[src/rtl/candidate_buffer.sv]
// Slot buffer: writes fill the lowest free slot, occupancy is exported as a candidate
// bitmask, and a selected slot is released through a registered valid/ready output.
module candidate_buffer #(
  parameter int bs = 16,
  parameter int DW = 32,
  localparam int IW = $clog2(bs),
  localparam int CW = $clog2(bs) + 1
) (
  input  logic          clk,
  input  logic          rst,
  input  logic          in_valid,
  output logic          in_ready,
  input  logic [DW-1:0] in_data,
  output logic [bs-1:0] cand_list,
  input  logic          sel_valid,
  input  logic [IW-1:0] sel_index,
  output logic          out_valid,
  input  logic          out_ready,
  output logic [DW-1:0] out_data,
  output logic [CW-1:0] count,
  output logic          full,
  output logic          empty,
  output logic          sel_err
);

  logic [bs-1:0] occ_q, occ_d;
  logic [CW-1:0] count_q, count_d;
  logic          out_valid_q, out_valid_d;
  logic [DW-1:0] out_data_q, out_data_d;
  logic          sel_err_q, sel_err_d;
  logic [DW-1:0] mem_q [bs];

  logic [IW-1:0] wr_idx;
  logic          write_fire, sel_fire, rel_fire;

  assign full      = (count_q == CW'(bs));
  assign empty     = (count_q == '0);
  assign in_ready  = ~full;
  assign cand_list = occ_q;
  assign count     = count_q;
  assign out_valid = out_valid_q;
  assign out_data  = out_data_q;
  assign sel_err   = sel_err_q;

  // Downward scan so the last hit is the lowest free slot.
  always_comb begin
    wr_idx = '0;
    for (int i = bs - 1; i >= 0; i--) begin
      if (!occ_q[i]) wr_idx = IW'(i);
    end
  end

  always_comb begin
    write_fire  = in_valid & in_ready;
    sel_fire    = sel_valid & (~out_valid_q | out_ready);
    rel_fire    = sel_fire & occ_q[sel_index];
    occ_d       = occ_q;
    out_valid_d = out_valid_q;
    out_data_d  = out_data_q;
    sel_err_d   = sel_fire & ~occ_q[sel_index];
    // Write target is free and release target is occupied, so they never collide.
    if (write_fire) occ_d[wr_idx] = 1'b1;
    if (rel_fire) begin
      occ_d[sel_index] = 1'b0;
      out_valid_d      = 1'b1;
      out_data_d       = mem_q[sel_index];
    end else if (out_ready) begin
      out_valid_d = 1'b0;
    end
    count_d = count_q + CW'(write_fire) - CW'(rel_fire);
  end

  always_ff @(posedge clk) begin
    if (!rst) begin
      occ_q       <= '0;
      count_q     <= '0;
      out_valid_q <= 1'b0;
      out_data_q  <= '0;
      sel_err_q   <= 1'b0;
    end else begin
      occ_q       <= occ_d;
      count_q     <= count_d;
      out_valid_q <= out_valid_d;
      out_data_q  <= out_data_d;
      sel_err_q   <= sel_err_d;
    end
  end

  // Slot storage is never cleared; occupancy alone decides what is valid.
  always_ff @(posedge clk) begin
    if (rst && write_fire) mem_q[wr_idx] <= in_data;
  end

endmodule

[config.mk]
export PLATFORM = sky130hd
export DESIGN_NAME = candidate_buffer
export DESIGN_NICKNAME = d
export VERILOG_FILES = /design/src/rtl/candidate_buffer.sv
export SDC_FILE = /design/constraint.sdc
export NUM_CORES = 1
export LEC_CHECK = 0
export CORE_MARGIN = 4
export CORE_UTILIZATION = 53
export CTS_BUF_LIST = sky130_fd_sc_hd__clkbuf_8
export DETAILED_ROUTE_END_ITERATION = 10
export GPL_ROUTABILITY_DRIVEN = 0
export PLACE_DENSITY = 0.82
export SYNTH_ARGS = -nofsm -noshare
export SYNTH_HDL_FRONTEND = slang
export SYNTH_SLANG_ARGS = --single-unit
[constraint.sdc]
create_clock -name clk -period 7.79 [get_ports clk]
set_input_delay 1.558 -clock clk [delete_from_list [all_inputs] [get_ports clk]]
set_output_delay 1.558 -clock clk [all_outputs]
set_load 0.005 [all_outputs]
==> results.md, run 1 <==
* Outcome: completed
* Commonest cells after routing, fill and taps aside: 512 x edfxtp_1, 131 x mux4_2, 99 x clkbuf_8
* Synth Register Bits at roughly 570
* Num CTS Buffers at between 80 and 90
* Post-Syn Area per Cell at between 20 and 25 um^2
* F_max at 198 MHz
* Core footprint at 40700 um^2
* Initial Util at 0.535
* Die outline height at 211 um
* Req. time, crit path at ~8.3 ns
* HPWL reported at the end of detailed placement at between 20 and 25 mm
* Hold path startpoint: out_data[17]
* Vias in the first global route at roughly 12000
* Synth cell types at 58
* Yosys top cell by area: edfxtp_1
* Setup violations, final at 0
* CP dominant cell by count: inv_1
* DRT Pass-1 Iters at 5
* CP max stage delay at 0.82 ns
* Synth Flop Type: edfxtp_1
* Worst setup path category: input pin to register
* Layout Area Growth over Synthesis at 15.5%
* Crit-path max FO at 34
* Total grt overflow at 0
* Setup WS post-layout at 2.73 ns
* Setup tns final at 0 ns
* Post-CTS Resized at 0
* Row Count at 74
* Yosys top cell area share at 0.705
* Slowest CP cell: clkdlybuf4s50_1
* Worst slack, placed at around 2.1 ns
* Worst slew margin at 0.205
* Final net count at 1279
* Clock root buffer: clkbuf_8
* Met1 usage at 0.293
* Top cells by area, synth: edfxtp_1 70%, mux4_2 14%, dfxtp_1 5.0%, a22oi_1 2.2%, mux2i_1 1.5%
* Setup repair after global routing missed its margin: no
* Syn nets at 1134
* CP cell instances: clkdlybuf4s50_1 -> mux4_1 -> mux2_2 -> nand3b_2 -> nand2_4 -> ha_1 -> inv_1 -> ha_1 -> inv_1 -> fa_1 -> inv_1 -> a21oi_1 -> nor2_1 -> or3_1 -> a21oi_1
* Share of post-route cells with drive strength above 1 at 0.238
* Hold crit path type: register to register
* Power per Cell Area at 245 nW/um^2
* Final Max Slew Viols at 0
* Hold Crit Depth at 2
* Worst-Margin Slew at 1.19 ns
* Via density at 6.16
* Port-buffer cells at 98
* Top delay family on crit path: buffers and inverters
* WL per Instance at 25.5 um
* Post-synth ARST share at 0
* Met2 Use GR at 0.346
* Fillers at about 2700
* R2R Setup Slk at 4.12 ns
* Global routing's busiest layer: met2
* Vias post-DR at 11300
* Reg2reg start: cand_list[0]
* Largest net degree at the start of global routing at 57
* CTS tree: built
* Met3 Use GR at 0.0471
* Sequential-to-total area share from yosys stat at 0.755
* Crit path arrival time at 5.59 ns
* R2R Path End: count[4]
* Worst-skew pair later-pin latency at 0.62 ns
* Mapped Area at 21800 um^2
* Ports at 99
* Largest buffer count on any clock path at 3
* Post-CTS setup buffers at 0
* Final min period at 5.06 ns
* Post-synth EDFFs at 512
* Initial DRC Count at 1333
* MaxCap Viol Count at 0
* Worst setup EP type: register
* WL final at 46.7 mm
* Clk sinks at 567
* Syn Inst Count at 1086
* Worst Hold End: out_data[17]
* First-pass GRT wire length at 70.8 mm
* Hold Vio Cnt, Final at 0
* Htree depth at 3
* Antenna diode count at 0
* Hold-fix buffers, CTS at 0
* Antenna violation net count after detailed routing at 0
* Synth Warn # at 0
* Chip width at 211 um
* Maximum vdd drop at 105 uV
* Tcrit/Tclk final at 0.649
* R2R cell count at 14
* Total Routing Usage GR at 0.212
* CP Launch Type: input pin
* Initial antenna violation count at 1
* Most common cell after layout, fill and taps aside: edfxtp_1
* Critical path buffer and inverter count at 4
* Die ar. at 44500 um^2
* DRC at 0
* Clock slew seen by the registers of the worst setup and hold paths at 0.07 ns
* Pleak at approximately 8.1 nW
* Clock Skew at 0.0236 ns
-- stage by stage --
stage | cells | util | instance area (um^2) | total power, mW | hold slack, ns
2_1_floorplan | 1086 | - | 21800 | 3.65 | 0.485
3_3_place_gp | 1676 | 0.576 | 23500 | 3.80 | 0.474
3_5_place_dp | 1676 | 0.576 | 23500 | 3.81 | 0.484
4_1_cts | 1831 | 0.618 | 25200 | 6.21 | 0.500
5_1_grt | 1831 | 0.618 | 25200 | 6.40 | 0.530
6_report | 1831 | 0.618 | 25200 | 6.17 | 0.493
-- layout make-up --
type,instances,area (um^2),share of cell area
Multi-Input combinational cell,437,5090,0.202
Tap cell,532,666,0.0264
Clock inverter,57,383,0.0152
Timing Repair Buffer,120,1150,0.0456
Clock buffer,98,1350,0.0536
Sequential cell,567,16500,0.654
Inverter,20,75.1,0.00298
-- Yosys cell counts (2+ instances only) --
cell      count
ha_1          6
o211ai_1      2
buf_2        19
and2_1        4
dfxtp_1      55
edfxtp_1    512
nand2b_1      3
a21oi_1       8
buf_1         8
mux4_2      131
nand2_1      46
a22oi_1      64
nor3_1        5
nor2_1       54
a311oi_1      3
o221a_2       2
a31oi_1       7
o221ai_1      3
inv_1        19
o21ai_0       6
nand3_1       7
mux2_2        3
mux2i_1      33
xor2_1        2
nand4_1       5
nor2b_1       5
buf_6         4
a41oi_1       2
and3_1        9
clkbuf_1     31
-- sequential cells by signal (all words and copies together) (netlist names) --
signal,count
out_valid,1
out_data,32
sel_err,1
cand_list,16
mem_q,512
count,5
-- worst max path at each step --
stage            startpoint      endpoint  slack [ns]  cells past startpoint
6_report       sel_index[3]      count[4]        2.73                     15
5_1_grt        sel_index[3]      count[4]        2.43                     15
4_1_cts        sel_index[3]      count[4]        2.75                     15
3_5_place_dp   sel_index[3]      count[4]        2.10                     15
3_3_place_gp   sel_index[3]      count[4]        2.16                     15
2_1_floorplan      in_valid  mem_q[11][0]        2.72                      4
-- kinds of logic (layout without fill, tap and decap cells) --
kind of cell / count (synthesis) / count (layout) / synth area share
DFF: 567 / 567 / 0.755
muxes: 168 / 168 / 0.153
and+or+nand+nor: 153 / 153 / 0.0332
AOI/OAI and AO/OA: 106 / 106 / 0.0361
buffers and inverters: 82 / 295 / 0.0166
adders and majority gates: 7 / 7 / 0.00436
xor gates and xnor gates: 3 / 3 / 0.00120
-- worst reg2reg max path, stage by stage, from the launching register on --
cell      delay [ns]
dfxtp_1         0.45
mux4_1          0.56
mux2_2          0.30
nand3b_2        0.12
nand2_4         0.43
ha_1            0.50
inv_1           0.04
ha_1            0.18
inv_1           0.08
fa_1            0.21
inv_1           0.05
a21oi_1         0.11
nor2_1          0.06
or3_1           0.35
a21oi_1         0.15
-- report_power, final --
part / internal, mW / switching, mW / total, mW
clock: 1.32 / 1.11 / 2.42
combinational: 0.170 / 0.205 / 0.375
sequential: 3.35 / 0.0207 / 3.37
-- routing by layer --
metal,routed length [um],vias up
met3,4180,91
met4,1050,2
li1,-,4765
met2,23300,614
met1,18100,5813
met5,13,-
No activity file was read; power rests on OpenSTA's default activity.
==> run 2, diff against run 1 <==
- PLACE_DENSITY: 0.82 -> 0.85
- clock period: 7.79 -> 4.17 ns (I/O delays scaled with it)
==> run 2 against run 1 <==
Total power is 81% higher. Via count shrank 0.17%. Largest cell class unchanged. Die area unchanged. First-iteration DRC count is 11% lower. Critical path depth decreased by 8. Sequential power up 87%.
==> results.md, run 2 (synthesis gave the netlist of run 1 again) <==
* Gate power share at 0.065
* Initial Util at 0.535
* Via density at roughly 6
* Crit path arrival time at 3.70 ns
* Worst-skew pair later-pin latency at around 0.65 ns
* Reg power frac at 0.563
* HPWL reported at the end of detailed placement at approximately 26 mm
* Post-CTS Resized at 0
* Row Count at 74
* Power per Cell Area at 443 nW/um^2
* WL per Instance at ~25 um
* Die outline height at 211 um
* Finished layout cell area at ~25000 um^2
* Antenna violation net count after detailed routing at 0
* Worst-Margin Slew at about 0.92 ns
* Placed Area at 23700 um^2
* Commonest cells after routing, fill and taps aside: 512 x edfxtp_1, 131 x mux4_2, 96 x clkdlybuf4s50_1
* Initial antenna violation count at 1
* Hold Vio Cnt, Final at 0
* Reg2reg start: cand_list[15]
* Setup WS post-layout at 0.783 ns
* Worst slack, placed at 0.182 ns
* Clock root buffer: clkbuf_8
* Hold path startpoint: out_data[1]
* F_max at 295 MHz
* Top delay family on crit path: compound AO/OA/AOI/OAI gates
* Total grt overflow at 0
* R2R Path End: mem_q[14][30]
* Clock Skew at around 0.034 ns
* Port-buffer cells at roughly 100
* Chip width at 211 um
* Internal Power at between 8 and 9 mW
* Tcrit/Tclk final at 0.812
* Post-CTS setup buffers at 0
* Outcome: completed
* Net switching power at 2.49 mW
* Area of the multi-input gates at 5100 um^2
* CP cell instances: nor2b_1 -> o221ai_1 -> a221oi_1 -> o21ai_0 -> nand2b_1 -> nor2_4 -> buf_4
* Switching Share at 0.222
* Htree depth at 3
* Maximum vdd drop at ~250 uV
* Req. time, crit path at roughly 4.5 ns
* Ports at 99
* First-pass GRT wire length at 71.8 mm
* Largest net degree at the start of global routing at between 100 and 150
* MaxCap Viol Count at 0
* Share of post-route cells with drive strength above 1 at 0.233
* Worst setup path category: register to register
* Setup violations, final at 0
* Antenna diode count at 0
* Setup tns final at 0 ns
* WL final at about 47 mm
* Layout Area Growth over Synthesis at 15.9%
* DRC at 0
* Reg area at 16500 um^2
* CP max stage delay at 0.76 ns
* Die ar. at 44500 um^2
* R2R Setup Slk at 0.78 ns
* Critical path buffer and inverter count at 1
* Most common cell after layout, fill and taps aside: edfxtp_1
* Clk sinks at 567
* Total Routing Usage GR at 0.215
* Final Max Slew Viols at 0
* Hold crit path type: register to register
* Max FFs per register at 512
* Crit-path max FO at 15
* Final min period at 3.39 ns
* Setup repair after global routing missed its margin: no
* Worst Hold End: out_data[1]
* Pleak at 8.18 nW
* Initial DRC Count at 1187
* Clock slew seen by the registers of the worst setup and hold paths at 0.06 ns
* CP startpoint: cand_list[15]
* Fillers at 2719
* Slowest CP cell: o21ai_0
* Biggest register: mem_q
* Vias post-DR at 11300
* Largest buffer count on any clock path at 3
* CTS tree: built
* Hold-fix buffers, CTS at 0
* Clk pwr share at 0.373
* R2R cell count at 7
* Vias in the first global route at between 10000 and 15000
* Worst setup EP type: register
* Worst slew margin at 0.383
* DRT Pass-1 Iters at 5
* Final net count at 1293
* Core footprint at 40700 um^2
* Num CTS Buffers at 86
* Hold Crit Depth at 2
* CP Launch Type: register
-- run 2: cell count changes in the layout (fill, tap and decap cells not counted), sizes merged --
cell | previous run | this run
inv | 46 | 60
bufinv | 5 | 3
clkinvlp | 4 | 5
buf | 23 | 36
clkinv | 22 | 23
clkbuf | 99 | 87
-- run 2: cell type report --
| class | count | share of cell area |
|---|---|---|
| clock buffer | 86 | 0.0468 |
| clock inverter | 71 | 0.0157 |
| inverter | 20 | 0.00297 |
| multi-input combinational | 437 | 0.202 |
| sequential | 567 | 0.652 |
| tap | 532 | 0.0263 |
| timing repair buffer | 133 | 0.0552 |
-- run 2: how the worst max path moves through the flow --
stage | end | slack, ns | cells past startpoint
6_report | mem_q[14][30] | 0.78 | 7
5_1_grt | mem_q[14][19] | 0.52 | 7
4_1_cts | mem_q[14][19] | 0.82 | 7
3_5_place_dp | count[4] | 0.18 | 15
3_3_place_gp | count[4] | 0.22 | 15
2_1_floorplan | count[4] | 0.59 | 16
-- run 2: tightest hold or removal path: cells and delay by family, from the launching register on --
kind	cells	cell delay, ns
flip-flops	1	0.32
AND/OR/NAND/NOR	1	0.07
multiplexers	1	0.06
-- run 2: power groups by stage --
| stage | Sequential [mW] | Combinational [mW] | Clock [mW] |
|---|---|---|---|
| 2_1_floorplan | 6.41 | 0.417 | 0 |
| 3_3_place_gp | 6.41 | 0.706 | 0 |
| 3_5_place_dp | 6.42 | 0.731 | 0 |
| 4_1_cts | 6.30 | 0.734 | 4.26 |
| 5_1_grt | 6.30 | 0.788 | 4.58 |
| 6_report | 6.30 | 0.726 | 4.17 |
-- run 2: layer usage --
metal | GRT usage | part of all wire | up-vias
met5 | 0 | 0.00028 | -
li1 | - | - | 4796
met3 | 0.0463 | 0.090 | 84
met1 | 0.292 | 0.38 | 5797
met4 | 0.0662 | 0.021 | 2
met2 | 0.357 | 0.51 | 587
-- run 2: through the flow --
| stage | hold WS (ns) | power (mW) | cells | utilization |
|---|---|---|---|---|
| floorplan | 0.485 | 6.82 | 1086 | - |
| global placement | 0.479 | 7.12 | 1689 | 0.582 |
| detailed placement | 0.486 | 7.15 | 1689 | 0.582 |
| CTS | 0.499 | 11.3 | 1846 | 0.621 |
| global route | 0.527 | 11.7 | 1846 | 0.621 |
| finish | 0.493 | 11.2 | 1846 | 0.621 |
==> run 3, diff against run 2 <==
- clock period: 4.17 -> 2.82 ns (I/O delays scaled with it)
==> run 3 against run 2 <==
Clock power increased by 65%. Combinational power is 64% higher. Final area up 3.3%. First-iteration DRC count grew 19%. Sequential power rose by 48%. Highest routed layer unchanged. Via count grew 3.3%. Clock skew up 0.0034 ns. Total power rose by 55%. Register-to-register slack lost 0.69 ns.
==> results.md, run 3 (synthesis gave the netlist of run 1 again) <==
* CP max stage delay at 0.48 ns
* Setup violations, final at 0
* DRT Pass-1 Iters at 7
* Via density at around 6
* Final net count at 1343
* Largest net degree at the start of global routing at 58
* Setup repair after global routing missed its margin: yes
* Clk sinks at ~570
* First-pass GRT wire length at 75.5 mm
* Finished layout cell area at 26100 um^2
* R2R cell count at 14
* Tcrit/Tclk final at 0.965
* F_max at around 370 MHz
* Setup tns final at 0 ns
* Max FFs per register at about 500
* Finished Layout Cells at 1898
* Biggest register: mem_q
* HPWL reported at the end of detailed placement at 28.0 mm
* Outcome: completed
* Largest buffer count on any clock path at 3
* CP startpoint: cand_list[11]
* Reg2reg start: cand_list[11]
* CTS tree: built
* Initial DRC Count at 1413
* Critical path buffer and inverter count at 3
* Die ar. at 44500 um^2
* WL final at roughly 50 mm
* Worst-skew pair later-pin latency at approximately 0.66 ns
* Power per Cell Area at between 600 and 700 nW/um^2
* Worst slew margin at 0.439
* DRC at 0
* Port-buffer cells at 98
* Num CTS Buffers at 88
* Share of post-route cells with drive strength above 1 at 0.277
* Die outline height at 211 um
* Core footprint at 40700 um^2
* Chip width at 211 um
* Top delay family on crit path: multiplexers
* Clock root buffer: clkbuf_8
* Worst-Margin Slew at 0.842 ns
* Hold crit path type: input pin to register
* CP cell instances: mux4_2 -> mux2_4 -> nand3_4 -> nand2_4 -> ha_4 -> inv_2 -> ha_4 -> inv_2 -> fa_2 -> inv_1 -> a21oi_1 -> nor2_1 -> or3_1 -> a21oi_2
* Total Routing Usage GR at 0.228
* Hold Vio Cnt, Final at 0
* Worst setup path category: register to register
* Slowest CP cell: mux4_2
* WL per Instance at 26.5 um
* Initial antenna violation count at 4
* Placed cell count at 1737
* MaxCap Viol Count at 0
* Final min period at approximately 2.7 ns
* Htree depth at 3
* Finished Core Util at 0.641
* Worst setup EP type: register
* Antenna violation net count after detailed routing at 0
* CP endpoint: count[4]
* Most common cell after layout, fill and taps aside: edfxtp_1
* Vias in the first global route at 12100
* CP Launch Type: register
* Clock slew seen by the registers of the worst setup and hold paths at 0.06 ns
* Total power at 17.4 mW
* Layout Area Growth over Synthesis at 19.8%
* Commonest cells after routing, fill and taps aside: 512 x edfxtp_1, 132 x mux4_2, 95 x clkdlybuf4s50_1
* R2R Path End: count[4]
* Crit path arrival time at about 3.3 ns
* Req. time, crit path at ~3.4 ns
* Final Max Slew Viols at 0
* Clock Skew at 0.0376 ns
* Fillers at 2593
* Crit-path max FO at 2
* Reg area at 16500 um^2
* Maximum vdd drop at 353 uV
* Initial Util at 0.535
* Ports at 99
* Pleak at 8.53 nW
* Vias post-DR at 11600
* Placed Area at ~24000 um^2
* Critical path depth in cells at 14
* Area of the multi-input gates at 5180 um^2
* R2R Setup Slk at around 0.1 ns
* Row Count at 74
* Total grt overflow at 0
run 3: cell count changes in the layout (fill, tap and decap cells not counted), sizes merged:
cell	delta
diode	+1
buf	+48
clkinv	+13
bufinv	+5
clkdlybuf4s50	-1
inv	-17
dlygate4sd2	+1
clkinvlp	-1
clkbuf	+3
run 3: repair_timing:
action / CTS / global route
hold buffers: 0 / 0
endpoints found under the setup margin: 1 / 29
buffers inserted: 0 / 0
resized for setup: 1 / 5
run 3: where the power goes:
part           switching [mW]  total (mW)  internal, mW  leakage (nW)
Combinational           0.634        1.19         0.560          2.49
Clock                    3.17        6.89          3.72         0.979
Sequential             0.0539        9.31          9.26          5.06
run 3: worst min-delay path by stage:
stage	start	endpoint	slack (ns)	cells after the start
final	sel_index[1]	cand_list[8]	0.44	4
after global routing	sel_index[1]	cand_list[8]	0.45	4
after detailed placement	out_data[0]	out_data[0]	0.49	2
after floorplan	out_data[0]	out_data[0]	0.48	2
after global placement	out_data[26]	out_data[26]	0.48	2
after CTS	sel_index[1]	cand_list[8]	0.40	4
run 3: layer usage:
metal	track usage	share of wire	vias to the layer above
met5	0	0.00078	-
li1	-	-	4901
met1	0.314	0.38	5974
met3	0.0501	0.089	130
met4	0.0852	0.032	6
met2	0.366	0.50	625
run 3: tightest hold or removal path: cells and delay by family:
| family | cells | cell delay, ns |
|---|---|---|
| AO/OA/AOI/OAI | 1 | 0.13 |
| buffers and inverters | 2 | 0.25 |
| AND/OR/NAND/NOR | 1 | 0.11 |
run 3: final cells by class:
type | instances | share of cell area
sequential | 567 | 0.630
multi-input combinational | 437 | 0.198
timing repair buffer | 181 | 0.0748
clock buffer | 89 | 0.0469
tap | 532 | 0.0255
clock inverter | 71 | 0.0211
inverter | 20 | 0.00287
antenna | 1 | 0.0000958
run 3: metrics by stage:
| step | worst slack [ns] | hold WS [ns] |
|---|---|---|
| finish | 0.0980 | 0.441 |
| global route | -0.0154 | 0.454 |
| CTS | 0.0867 | 0.404 |
| detailed placement | -0.795 | 0.486 |
| global placement | -0.765 | 0.478 |
| floorplan | -0.357 | 0.485 |
